--- config.mk ---
export PLATFORM = sky130hd
export DESIGN_NAME = node_line_decoder_flat
export DESIGN_NICKNAME = d
export VERILOG_FILES = /design/src/rtl/node_line_decoder_pkg.sv /design/src/rtl/node_line_decoder_if.sv /design/src/rtl/node_line_decoder.sv /design/src/flat_wrapper.sv
export SDC_FILE = /design/constraint.sdc
export NUM_CORES = 1
export LEC_CHECK = 0
export ABC_AREA = 0
export BUFFER_PORTS_ARGS = -buffer_cell sky130_fd_sc_hd__buf_4
export CORE_MARGIN = 4
export CORE_UTILIZATION = 25
export DETAILED_ROUTE_END_ITERATION = 6
export PLACE_DENSITY = 0.43
export SYNTH_ARGS = -nofsm -noshare
export SYNTH_HDL_FRONTEND = slang
export SYNTH_SLANG_ARGS = --single-unit
--- constraint.sdc ---
create_clock -name clk -period 2.8 [get_ports clk]
set_clock_uncertainty 0.05 [all_clocks]
set_input_delay 0.14 -clock clk [delete_from_list [all_inputs] [get_ports clk]]
set_output_delay 0.14 -clock clk [all_outputs]
set_load 0.005 [all_outputs]
--- src/rtl/node_line_decoder_pkg.sv ---
// rtl/node_line_decoder_pkg.sv - aoc_node_pkg: node string type, ASCII constants, FSM states
package aoc_node_pkg;

  localparam int NODE_STR_W = 15;

  typedef logic [NODE_STR_W-1:0] node_str_t;

  localparam logic [7:0] A_CHAR = 8'h61;
  localparam logic [7:0] Z_CHAR = 8'h7A;
  localparam logic [7:0] COLON  = 8'h3A;
  localparam logic [7:0] SPACE  = 8'h20;
  localparam logic [7:0] LF     = 8'h0A;
  localparam logic [7:0] CR     = 8'h0D;
  localparam logic [7:0] NUL    = 8'h00;

  typedef enum logic [2:0] {
    S_SRC,
    S_COLON,
    S_DST,
    S_SKIP,
    S_DONE
  } dec_state_t;

  function automatic logic is_lower(input logic [7:0] b);
    return (b >= A_CHAR) && (b <= Z_CHAR);
  endfunction

  function automatic logic [4:0] letter_code(input logic [7:0] b);
    logic [7:0] d;
    d = b - A_CHAR;
    return d[4:0];
  endfunction

  // c0 is the first character on the wire and lands in the low bits.
  function automatic node_str_t node_str_from_node_ascii(input logic [7:0] c0,
                                                         input logic [7:0] c1,
                                                         input logic [7:0] c2);
    return {letter_code(c2), letter_code(c1), letter_code(c0)};
  endfunction

endpackage

--- src/rtl/node_line_decoder_if.sv ---
// rtl/node_line_decoder_if.sv - inbound ASCII byte stream into node_line_decoder
interface node_line_decoder_if;
  logic       inbound_valid;
  logic [7:0] inbound_data;

  modport master (output inbound_valid, output inbound_data);
  modport slave  (input  inbound_valid, input  inbound_data);
endinterface

--- src/rtl/node_line_decoder.sv ---
// rtl/node_line_decoder.sv - "abc: def ghi\n" byte stream to node-string events; NODE_DECODER_STATS_EN adds line/edge counters
module node_line_decoder
  import aoc_node_pkg::*;
#(
  parameter int NODE_STR_WIDTH = 15
`ifdef NODE_DECODER_STATS_EN
  , parameter int CNT_WIDTH = 16
`endif
) (
  input  logic                      clk,
  input  logic                      rst_n,
  node_line_decoder_if.slave        in_if,
  output logic                      decoding_done_str,
  output logic                      src_node_str_valid,
  output logic                      edge_str_valid,
  output logic [NODE_STR_WIDTH-1:0] src_node_str,
  output logic [NODE_STR_WIDTH-1:0] dst_node_str,
  output logic                      parse_error
`ifdef NODE_DECODER_STATS_EN
  , output logic [CNT_WIDTH-1:0]    line_cnt
  , output logic [CNT_WIDTH-1:0]    edge_cnt
`endif
);

  dec_state_t                state_q;
  logic [1:0]                cnt_q;
  node_str_t                 sr_q;
  logic [NODE_STR_WIDTH-1:0] src_q;
  logic [NODE_STR_WIDTH-1:0] dst_q;
  logic                      src_vld_q;
  logic                      edge_vld_q;
  logic                      done_q;
  logic                      err_q;

  logic [7:0] byte_w;
  logic       accept;
  logic       is_letter;
  logic       bad;

  assign byte_w = in_if.inbound_data;
  assign accept = in_if.inbound_valid && (byte_w != CR) && (state_q != S_DONE);

  // bad: the byte is not a legal continuation of the current token in this state
  always_comb begin
    is_letter = is_lower(byte_w);
    bad       = 1'b0;
    case (state_q)
      S_SRC:   bad = !((is_letter && cnt_q != 2'd3) ||
                       (byte_w == COLON && cnt_q == 2'd3) ||
                       ((byte_w == LF || byte_w == NUL) && cnt_q == 2'd0));
      S_COLON: bad = (byte_w != SPACE);
      S_DST:   bad = !((is_letter && cnt_q != 2'd3) ||
                       ((byte_w == SPACE || byte_w == LF) && cnt_q == 2'd3) ||
                       ((byte_w == SPACE || byte_w == NUL) && cnt_q == 2'd0));
      default: bad = 1'b0;
    endcase
  end

  always_ff @(posedge clk or negedge rst_n) begin
    if (!rst_n) begin
      state_q    <= S_SRC;
      cnt_q      <= 2'd0;
      sr_q       <= '0;
      src_q      <= '0;
      dst_q      <= '0;
      src_vld_q  <= 1'b0;
      edge_vld_q <= 1'b0;
      done_q     <= 1'b0;
      err_q      <= 1'b0;
    end else begin
      src_vld_q  <= 1'b0;
      edge_vld_q <= 1'b0;
      if (accept) begin
        if (bad) begin
          err_q <= 1'b1;
          cnt_q <= 2'd0;
          // An offending LF already ends the line, so skipping would eat the next one.
          if (byte_w == NUL) begin
            state_q <= S_DONE;
            done_q  <= 1'b1;
          end else if (byte_w == LF) begin
            state_q <= S_SRC;
          end else begin
            state_q <= S_SKIP;
          end
        end else begin
          case (state_q)
            S_SRC: begin
              if (is_letter) begin
                sr_q  <= {letter_code(byte_w), sr_q[NODE_STR_W-1:5]};
                cnt_q <= cnt_q + 2'd1;
              end else if (byte_w == COLON) begin
                src_q     <= sr_q;
                src_vld_q <= 1'b1;
                cnt_q     <= 2'd0;
                state_q   <= S_COLON;
              end else if (byte_w == NUL) begin
                state_q <= S_DONE;
                done_q  <= 1'b1;
              end
            end
            S_COLON: begin
              cnt_q   <= 2'd0;
              state_q <= S_DST;
            end
            S_DST: begin
              if (is_letter) begin
                sr_q  <= {letter_code(byte_w), sr_q[NODE_STR_W-1:5]};
                cnt_q <= cnt_q + 2'd1;
              end else if (cnt_q == 2'd3) begin
                dst_q      <= sr_q;
                edge_vld_q <= 1'b1;
                cnt_q      <= 2'd0;
                if (byte_w == LF) state_q <= S_SRC;
              end else if (byte_w == NUL) begin
                state_q <= S_DONE;
                done_q  <= 1'b1;
              end
            end
            S_SKIP: begin
              if (byte_w == LF) begin
                cnt_q   <= 2'd0;
                state_q <= S_SRC;
              end else if (byte_w == NUL) begin
                state_q <= S_DONE;
                done_q  <= 1'b1;
              end
            end
            default: ;
          endcase
        end
      end
    end
  end

  assign decoding_done_str  = done_q;
  assign src_node_str_valid = src_vld_q;
  assign edge_str_valid     = edge_vld_q;
  assign src_node_str       = src_q;
  assign dst_node_str       = dst_q;
  assign parse_error        = err_q;

`ifdef NODE_DECODER_STATS_EN
  logic [CNT_WIDTH-1:0] line_cnt_q;
  logic [CNT_WIDTH-1:0] edge_cnt_q;

  always_ff @(posedge clk or negedge rst_n) begin
    if (!rst_n) begin
      line_cnt_q <= '0;
      edge_cnt_q <= '0;
    end else begin
      if (src_vld_q && line_cnt_q != '1) line_cnt_q <= line_cnt_q + 1'b1;
      if (edge_vld_q && edge_cnt_q != '1) edge_cnt_q <= edge_cnt_q + 1'b1;
    end
  end

  assign line_cnt = line_cnt_q;
  assign edge_cnt = edge_cnt_q;
`endif

endmodule

--- src/flat_wrapper.sv ---
// flat-port wrapper written by rule: the top's interface ports become plain ports
module node_line_decoder_flat import aoc_node_pkg::*;
#(
  parameter int NODE_STR_WIDTH = 15

)
  (clk, rst_n, decoding_done_str, src_node_str_valid, edge_str_valid, src_node_str, dst_node_str, parse_error, in_if_inbound_valid, in_if_inbound_data);
  node_line_decoder_if in_if_i ();
  input  logic clk;
  input  logic rst_n;
  output logic decoding_done_str;
  output logic src_node_str_valid;
  output logic edge_str_valid;
  output logic [NODE_STR_WIDTH-1:0] src_node_str;
  output logic [NODE_STR_WIDTH-1:0] dst_node_str;
  output logic parse_error;
  input wire logic [$bits(in_if_i.inbound_valid)-1:0] in_if_inbound_valid;
  input wire logic [$bits(in_if_i.inbound_data)-1:0] in_if_inbound_data;
  assign in_if_i.inbound_valid = in_if_inbound_valid;
  assign in_if_i.inbound_data = in_if_inbound_data;
  node_line_decoder #(.NODE_STR_WIDTH(NODE_STR_WIDTH)) u_core (.clk(clk), .rst_n(rst_n), .in_if(in_if_i), .decoding_done_str(decoding_done_str), .src_node_str_valid(src_node_str_valid), .edge_str_valid(edge_str_valid), .src_node_str(src_node_str), .dst_node_str(dst_node_str), .parse_error(parse_error));
endmodule
After elaboration in Yosys (flattened, before gate mapping)

Cells that the tools add are included.

Register bits after elaboration: 54
Bits in latches: 0
RAM bits: 0
Bits in read-only memories: 0
Memories kept: 0

Add/subtract/negate cells: 2
Multipliers: 0
Div/mod/pow operators: 0
Magnitude comparators: 2
Equality and inequality tests: 20
Shift operators: 0
Multiplexer cells: 37
Bitwise gates (word level): 2
Reductions and logical operators: 30

Operators by type and width:

| cell                                                               | count |
|---|---|
| 2-to-1 mux 3 bit                                                   | 9 |
| AND reduction 5 bit                                                | 4 |
| 2-to-1 mux 1 bit                                                   | 17 |
| equality test 8 x 6 -> 1 bit (second input constant)               | 2 |
| 2-to-1 mux 2 bit                                                   | 7 |
| case mux 3 bit (4 select lines)                                    | 1 |
| != test 3 x 2 -> 1 bit (second input constant)                     | 3 |
| != test 3 bit (second input constant)                              | 3 |
| equality test 8 x 4 -> 1 bit (second input constant)               | 1 |
| greater-or-equal comparator 8 x 7 -> 1 bit (second input constant) | 1 |
| less-or-equal comparator 8 x 7 -> 1 bit (second input constant)    | 1 |
| logical AND 1 bit                                                  | 8 |
| logical NOT 8 bit                                                  | 1 |
| != test 4 x 1 -> 1 bit (second input constant)                     | 2 |
| != test 8 x 4 -> 1 bit (second input constant)                     | 1 |
| != test 8 x 6 -> 1 bit (second input constant)                     | 1 |
| case mux 2 bit (4 select lines)                                    | 1 |
| logical OR 1 bit                                                   | 7 |
| AND reduction 7 bit                                                | 1 |
| equality test 3 x 2 -> 1 bit (second input constant)               | 2 |
| case mux 1 bit (3 select lines)                                    | 2 |
| nonzero test 5 bit                                                 | 1 |
| subtractor 5 x 1 -> 5 bit (second input constant)                  | 1 |
| != test 4 x 3 -> 1 bit (second input constant)                     | 1 |
| 13 further kinds                                                   | 15 |

Longest topological paths before layout

Word-level depth: 9
Mapped depth: 10

Worst setup path before layout

Ideal clock, no wire load.

Path kind: in2reg
Start: input in_if_inbound_data[0]
End: register u_core.sr_q[0]
Setup time: 125 ps
Data arrival time: 2,330 ps
Path slack: 294 ps
Stages on the path: 10
Buffers on the path: 2
Cells stage by stage: inv_1 -> ha_1 -> or3b_4 -> or3_4 -> and4b_1 -> o22ai_2 -> buf_6 -> or4_1 -> buf_2 -> mux2_4

Word-level cells in the longest chain between the ends: 9
Elaborated cells on any way between the ends: 28
Classes of those cells: order compare (2); eq/ne (5); mux (1); bitwise (1); reduce/logical (19)

Ends and longest elaborated chain:

| item                                                                     | line                                                                      | source |
|---|---|---|
| start: declaration                                                       | flat_wrapper.sv:18                                                        | `input wire logic [$bits(in_if_i.inbound_data)-1:0] in_if_inbound_data;` |
| greater-or-equal comparator 8 x 7 -> 1 bit, or another cell as far along | node_line_decoder_pkg.sv:25                                               | `return (b >= A_CHAR) && (b <= Z_CHAR);` |
| logical AND 1 bit or logical OR 1 bit (tied branches)                    | node_line_decoder_pkg.sv:25, node_line_decoder.sv:53                      |  |
| logical AND 1 bit, on equally long branches                              | node_line_decoder.sv:48, node_line_decoder.sv:52, node_line_decoder.sv:53 |  |
| logical OR 1 bit, on equally long branches                               | node_line_decoder.sv:52, node_line_decoder.sv:48                          |  |
| logical OR 1 bit, on equally long branches                               | node_line_decoder.sv:53, node_line_decoder.sv:49                          |  |
| logical NOT 1 bit, on equally long branches                              | node_line_decoder.sv:52, node_line_decoder.sv:48                          |  |
| case mux 1 bit (3 select lines)                                          | node_line_decoder.sv:47                                                   | `case (state_q)` |
| NOT 1 bit (no source line)                                               | -                                                                         |  |
| AND reduction 4 bit (no source line) (*)                                 | -                                                                         |  |
| end signal: assignment                                                   | node_line_decoder.sv:90                                                   | `sr_q <= {letter_code(byte_w), sr_q[NODE_STR_W-1:5]};` |
| end signal: assignment                                                   | node_line_decoder.sv:108                                                  | `sr_q <= {letter_code(byte_w), sr_q[NODE_STR_W-1:5]};` |
| end: declaration                                                         | node_line_decoder.sv:27                                                   | `node_str_t sr_q;` |

Every way passes the cells marked *; elsewhere a longest branch is shown, timed or not.
A chain may end at the register's enable or synchronous reset.

Final worst setup path

Start: register u_core.cnt_q[0]
End: register u_core.dst_q[6], in the netlist u_core.dst_node_str[6]

Word-level cells in the longest chain between the ends: 8
Elaborated cells on any way between the ends: 17
Classes of those cells: eq/ne (2); mux (1); bitwise (1); reduce/logical (13)

Ends and longest elaborated chain:

| item                                                 | line                                             | source |
|---|---|---|
| start: declaration                                   | node_line_decoder.sv:26                          | `logic [1:0] cnt_q;` |
| start signal: assignment                             | node_line_decoder.sv:91                          | `cnt_q <= cnt_q + 2'd1;` |
| start signal: assignment                             | node_line_decoder.sv:109                         | `cnt_q <= cnt_q + 2'd1;` |
| != test 2 bit or equality test 2 bit (tied branches) | -                                                |  |
| logical AND 1 bit, on equally long branches          | -                                                |  |
| logical OR 1 bit, on equally long branches           | node_line_decoder.sv:52, node_line_decoder.sv:48 |  |
| logical OR 1 bit, on equally long branches           | node_line_decoder.sv:53, node_line_decoder.sv:49 |  |
| logical NOT 1 bit, on equally long branches          | node_line_decoder.sv:52, node_line_decoder.sv:48 |  |
| case mux 1 bit (3 select lines)                      | node_line_decoder.sv:47                          |  |
| NOT 1 bit (no source line)                           | -                                                |  |
| AND reduction 5 bit (no source line) (*)             | -                                                |  |
| end signal: assignment                               | node_line_decoder.sv:111                         | `dst_q <= sr_q;` |
| end: declaration                                     | node_line_decoder.sv:29                          | `logic [NODE_STR_WIDTH-1:0] dst_q;` |

Marks and branches as above.

==> reports/qor.txt <==
STATUS
---------------------------------------------------------------------------------
Run status                                                           complete, no violations

CELLS AND AREA
---------------------------------------------------------------------------------
Count of filler cells inserted in the layout                                1,052
Antenna Diode Count                                                             0
Area delta synth->final                                                     23.4%
Post-layout instance area                                               3340 um^2
Non-filler instance count after layout                                        394
Area of the multi-input gates                                           1240 um^2
Commonest non-fill, non-tap cells in the layout                      sky130_fd_sc_hd__dfrtp_1, sky130_fd_sc_hd__buf_4, sky130_fd_sc_hd__mux2_2
Area of all sequential standard cells                                   1350 um^2
Leading cell type in the layout, fill and taps excluded              sky130_fd_sc_hd__dfrtp_1
Fraction of final layout cells sized beyond drive strength 1                46.5%
NumNets Final                                                                 275

SYNTH
---------------------------------------------------------------------------------
Cell accounting for the most synthesized area                        sky130_fd_sc_hd__dfrtp_1
Syn_nets                                                                      224
Count of mapped cells out of synthesis                                        207
Ys Warns                                                                        0
Number of enable flip-flop cells after synthesis                                0
Post-synthesis register bit count                                              54
Sequential element share of the synthesized area                            49.9%
Ranking of synthesized cells by area                                 sky130_fd_sc_hd__dfrtp_1, sky130_fd_sc_hd__mux2_2, sky130_fd_sc_hd__mux2_4, sky130_fd_sc_hd__ha_1, sky130_fd_sc_hd__nor4_4
Top-area cell type share of the netlist area                                49.9%
Async S/R FF share, synth                                                    100%
Main flop type after synthesis                                       sky130_fd_sc_hd__dfrtp_1
Combined area of all synthesized cells                                  2710 um^2
Unique cell type count in the Yosys netlist                                    51
Post-synthesis average cell area                                        13.1 um^2

CLOCKING
---------------------------------------------------------------------------------
Number of cells upsized or downsized after cts                                  0
Buffer type at the clock tree root                                   sky130_fd_sc_hd__clkbuf_8
Number of buffers created by CTS                                                5
Worst-case clock buffer depth                                                   2
Cts hold-fix bufs                                                               1
Clock slew seen by the registers of the worst setup and hold paths        0.10 ns
CTS tree                                                                    built
Post-CTS setup buffer count                                                     0
Clk_lat worst skew                                                        0.30 ns
Level count of the clock H-tree                                                 2
Sink count of the clock tree                                                   54

GLOBAL ROUTE
---------------------------------------------------------------------------------
Number of global-route vias before repair                                   1,813
Pin count of the biggest net entering global routing                           55
GRT Util Overall                                                            9.67%
Global-route wire length before repair                                    9.89 mm
Number of antenna violations at the first check in global routing               0
Total congestion overflow after global routing                                  0

ROUTE
---------------------------------------------------------------------------------
Vias per std cell                                                            4.45
Remaining antenna violation count after routing                                 0
Vias post-DR                                                                1,752
Final routed wirelength across all metal layers                           5.91 mm
Number of DRC violations after detailed routing                                 0
TritonRoute pass-1 iters                                                        4
Detailed-route wire length per cell                                       15.0 um
Detailed router's first-iteration violation count                              44

DIE
---------------------------------------------------------------------------------
Total Die Area                                                        12,600 um^2
Starting density of the core                                                26.0%
# IOs                                                                          45
Die W                                                                      112 um
CORE AREA                                                             10,400 um^2
Die H                                                                      112 um
Total number of placement rows                                                 37

SETUP PATH
---------------------------------------------------------------------------------
Kind of critical path                                                flip-flop to flip-flop
Critical-path maximum fanout                                                   15
Endpoint required time on the critical path                               2.95 ns
Kind of end point of the critical path                                  flip-flop
Worst flop-to-flop path startpoint                                   u_core.cnt_q[0]
Critical path launch point                                           u_core.cnt_q[0]
CP Data Arrival Time                                                      2.57 ns
Critical Path Source Type                                               flip-flop

PLACE
---------------------------------------------------------------------------------
Port bufs                                                                      44
Number of placed instances, taps included                                     386
Post-detailed-placement cell area                                       3220 um^2
Routability congestion estimate from global placement                       0.815
Half-perimeter wire length after detailed placement                       4.29 mm

TIMING
---------------------------------------------------------------------------------
Tmin final                                                                2.42 ns
Share of the clock period used by the worst path after layout               86.5%
Hold Vio Cnt, Final                                                             0
Final count of pins violating max slew                                          0
Final-layout setup total negative slack                                      0 ns
Slew of the pin with the lowest slew margin                              0.717 ns
RSZ-0062 raised after global routing                                           no
Number of setup violations in the final report                                  0
Slew margin rel.                                                            52.2%
Highest clock rate                                                      0.413 GHz
Fin Hold WS                                                              0.203 ns

MIN PATH
---------------------------------------------------------------------------------
Type of the tightest min-delay check                                 input port to flip-flop
Hold Crit Start                                                      in_if_inbound_data[0]

POWER AND IR DROP
---------------------------------------------------------------------------------
Power per standard cell area                                          535 nW/um^2
Total power consumption of the routed design                              1790 uW
LEAKAGE                                                                0.00165 uW
Peak supply drop                                                           210 uV

RUN
---------------------------------------------------------------------------------
Max cap viols                                                                   0

==> routing by layer <==
layer  GRT usage, %  vias to the layer above  wire length [um]
li1               -                      855                 -
met5              0                        -                 0
met1           13.5                      866              3010
met4           2.80                        0                71
met3           1.46                        6                96
met2           15.6                       25              2740
==> final timing paths <==
check / end / slack [ns] / depth (start not counted)
min: u_core.sr_q[10] / 0.20 / 3
min reg2reg: u_core.parse_error / 0.43 / 1
max in group asynchronous: u_core.sr_q[0] / 1.84 / 2
max: u_core.dst_node_str[6] / 0.38 / 8
max reg2reg: u_core.dst_node_str[6] / 0.38 / 8
min in group asynchronous: u_core.state_q[1] / 0.36 / 2
==> worst max-delay path, stage by stage, from the launching register on <==
cell and delay (ns):
sky130_fd_sc_hd__dfrtp_1 0.41, sky130_fd_sc_hd__ha_1 0.30, sky130_fd_sc_hd__nand2_1 0.12, sky130_fd_sc_hd__a21oi_1 0.06, sky130_fd_sc_hd__a21oi_1 0.20, sky130_fd_sc_hd__o22ai_2 0.12, sky130_fd_sc_hd__or4_1 0.56, sky130_fd_sc_hd__buf_12 0.19
sky130_fd_sc_hd__mux2_4 0.30
==> area by class of cell <==
| cell class | instances | area share [%] |
|---|---|---|
| Clock inverter | 2 | 1.16 |
| Sequential cell | 54 | 40.4 |
| Timing Repair Buffer | 56 | 13.4 |
| Clock buffer | 5 | 2.06 |
| Tap cell | 136 | 5.09 |
| Inverter | 7 | 0.786 |
| Multi-Input combinational cell | 134 | 37.1 |
==> stage by stage <==
stage	setup WS, ns	util (%)
after floorplan	0.294	-
after global placement	0.152	31.0
after detailed placement	0.139	31.0
after CTS	0.375	32.1
after global routing	0.228	32.1
final	0.377	32.1
==> where the power goes <==
| group | switching (uW) | internal (uW) |
|---|---|---|
| Combinational | 164 | 163 |
| Sequential | 88.9 | 853 |
| Clock | 256 | 264 |
| Total | 510 | 1280 |
==> cell families (layout without fill, tap and decap cells) <==
group | count (synthesis) | count (layout) | share of synthesized area [%]
multiplexers | 48 | 48 | 22.0
flip-flops | 54 | 54 | 49.9
adder cells (fa/ha/maj) | 6 | 6 | 2.77
AND/OR/NAND/NOR | 50 | 50 | 13.1
AO/OA/AOI/OAI | 27 | 27 | 6.93
buffers and inverters | 19 | 70 | 4.34
XOR/XNOR | 3 | 3 | 0.971
==> synth_stat cells (all sizes together), types with 4 or more instances <==
cell / number
dfrtp: 54
mux2: 46
buf: 11
nor2: 9
inv: 7
ha: 6
nand2: 6
o21ai: 6
a21oi: 5
nor4: 5
nand3: 4
==> flip-flops by register name, summed over array words and instances (netlist names) <==
signal / cells
u_core.parse_error: 1
u_core.dst_node_str: 15
u_core.src_node_str_valid: 1
u_core.edge_str_valid: 1
u_core.state_q: 3
u_core.decoding_done_str: 1
u_core.src_node_str: 15
u_core.sr_q: 15
u_core.cnt_q: 2
(Power assumes the default switching activity.)
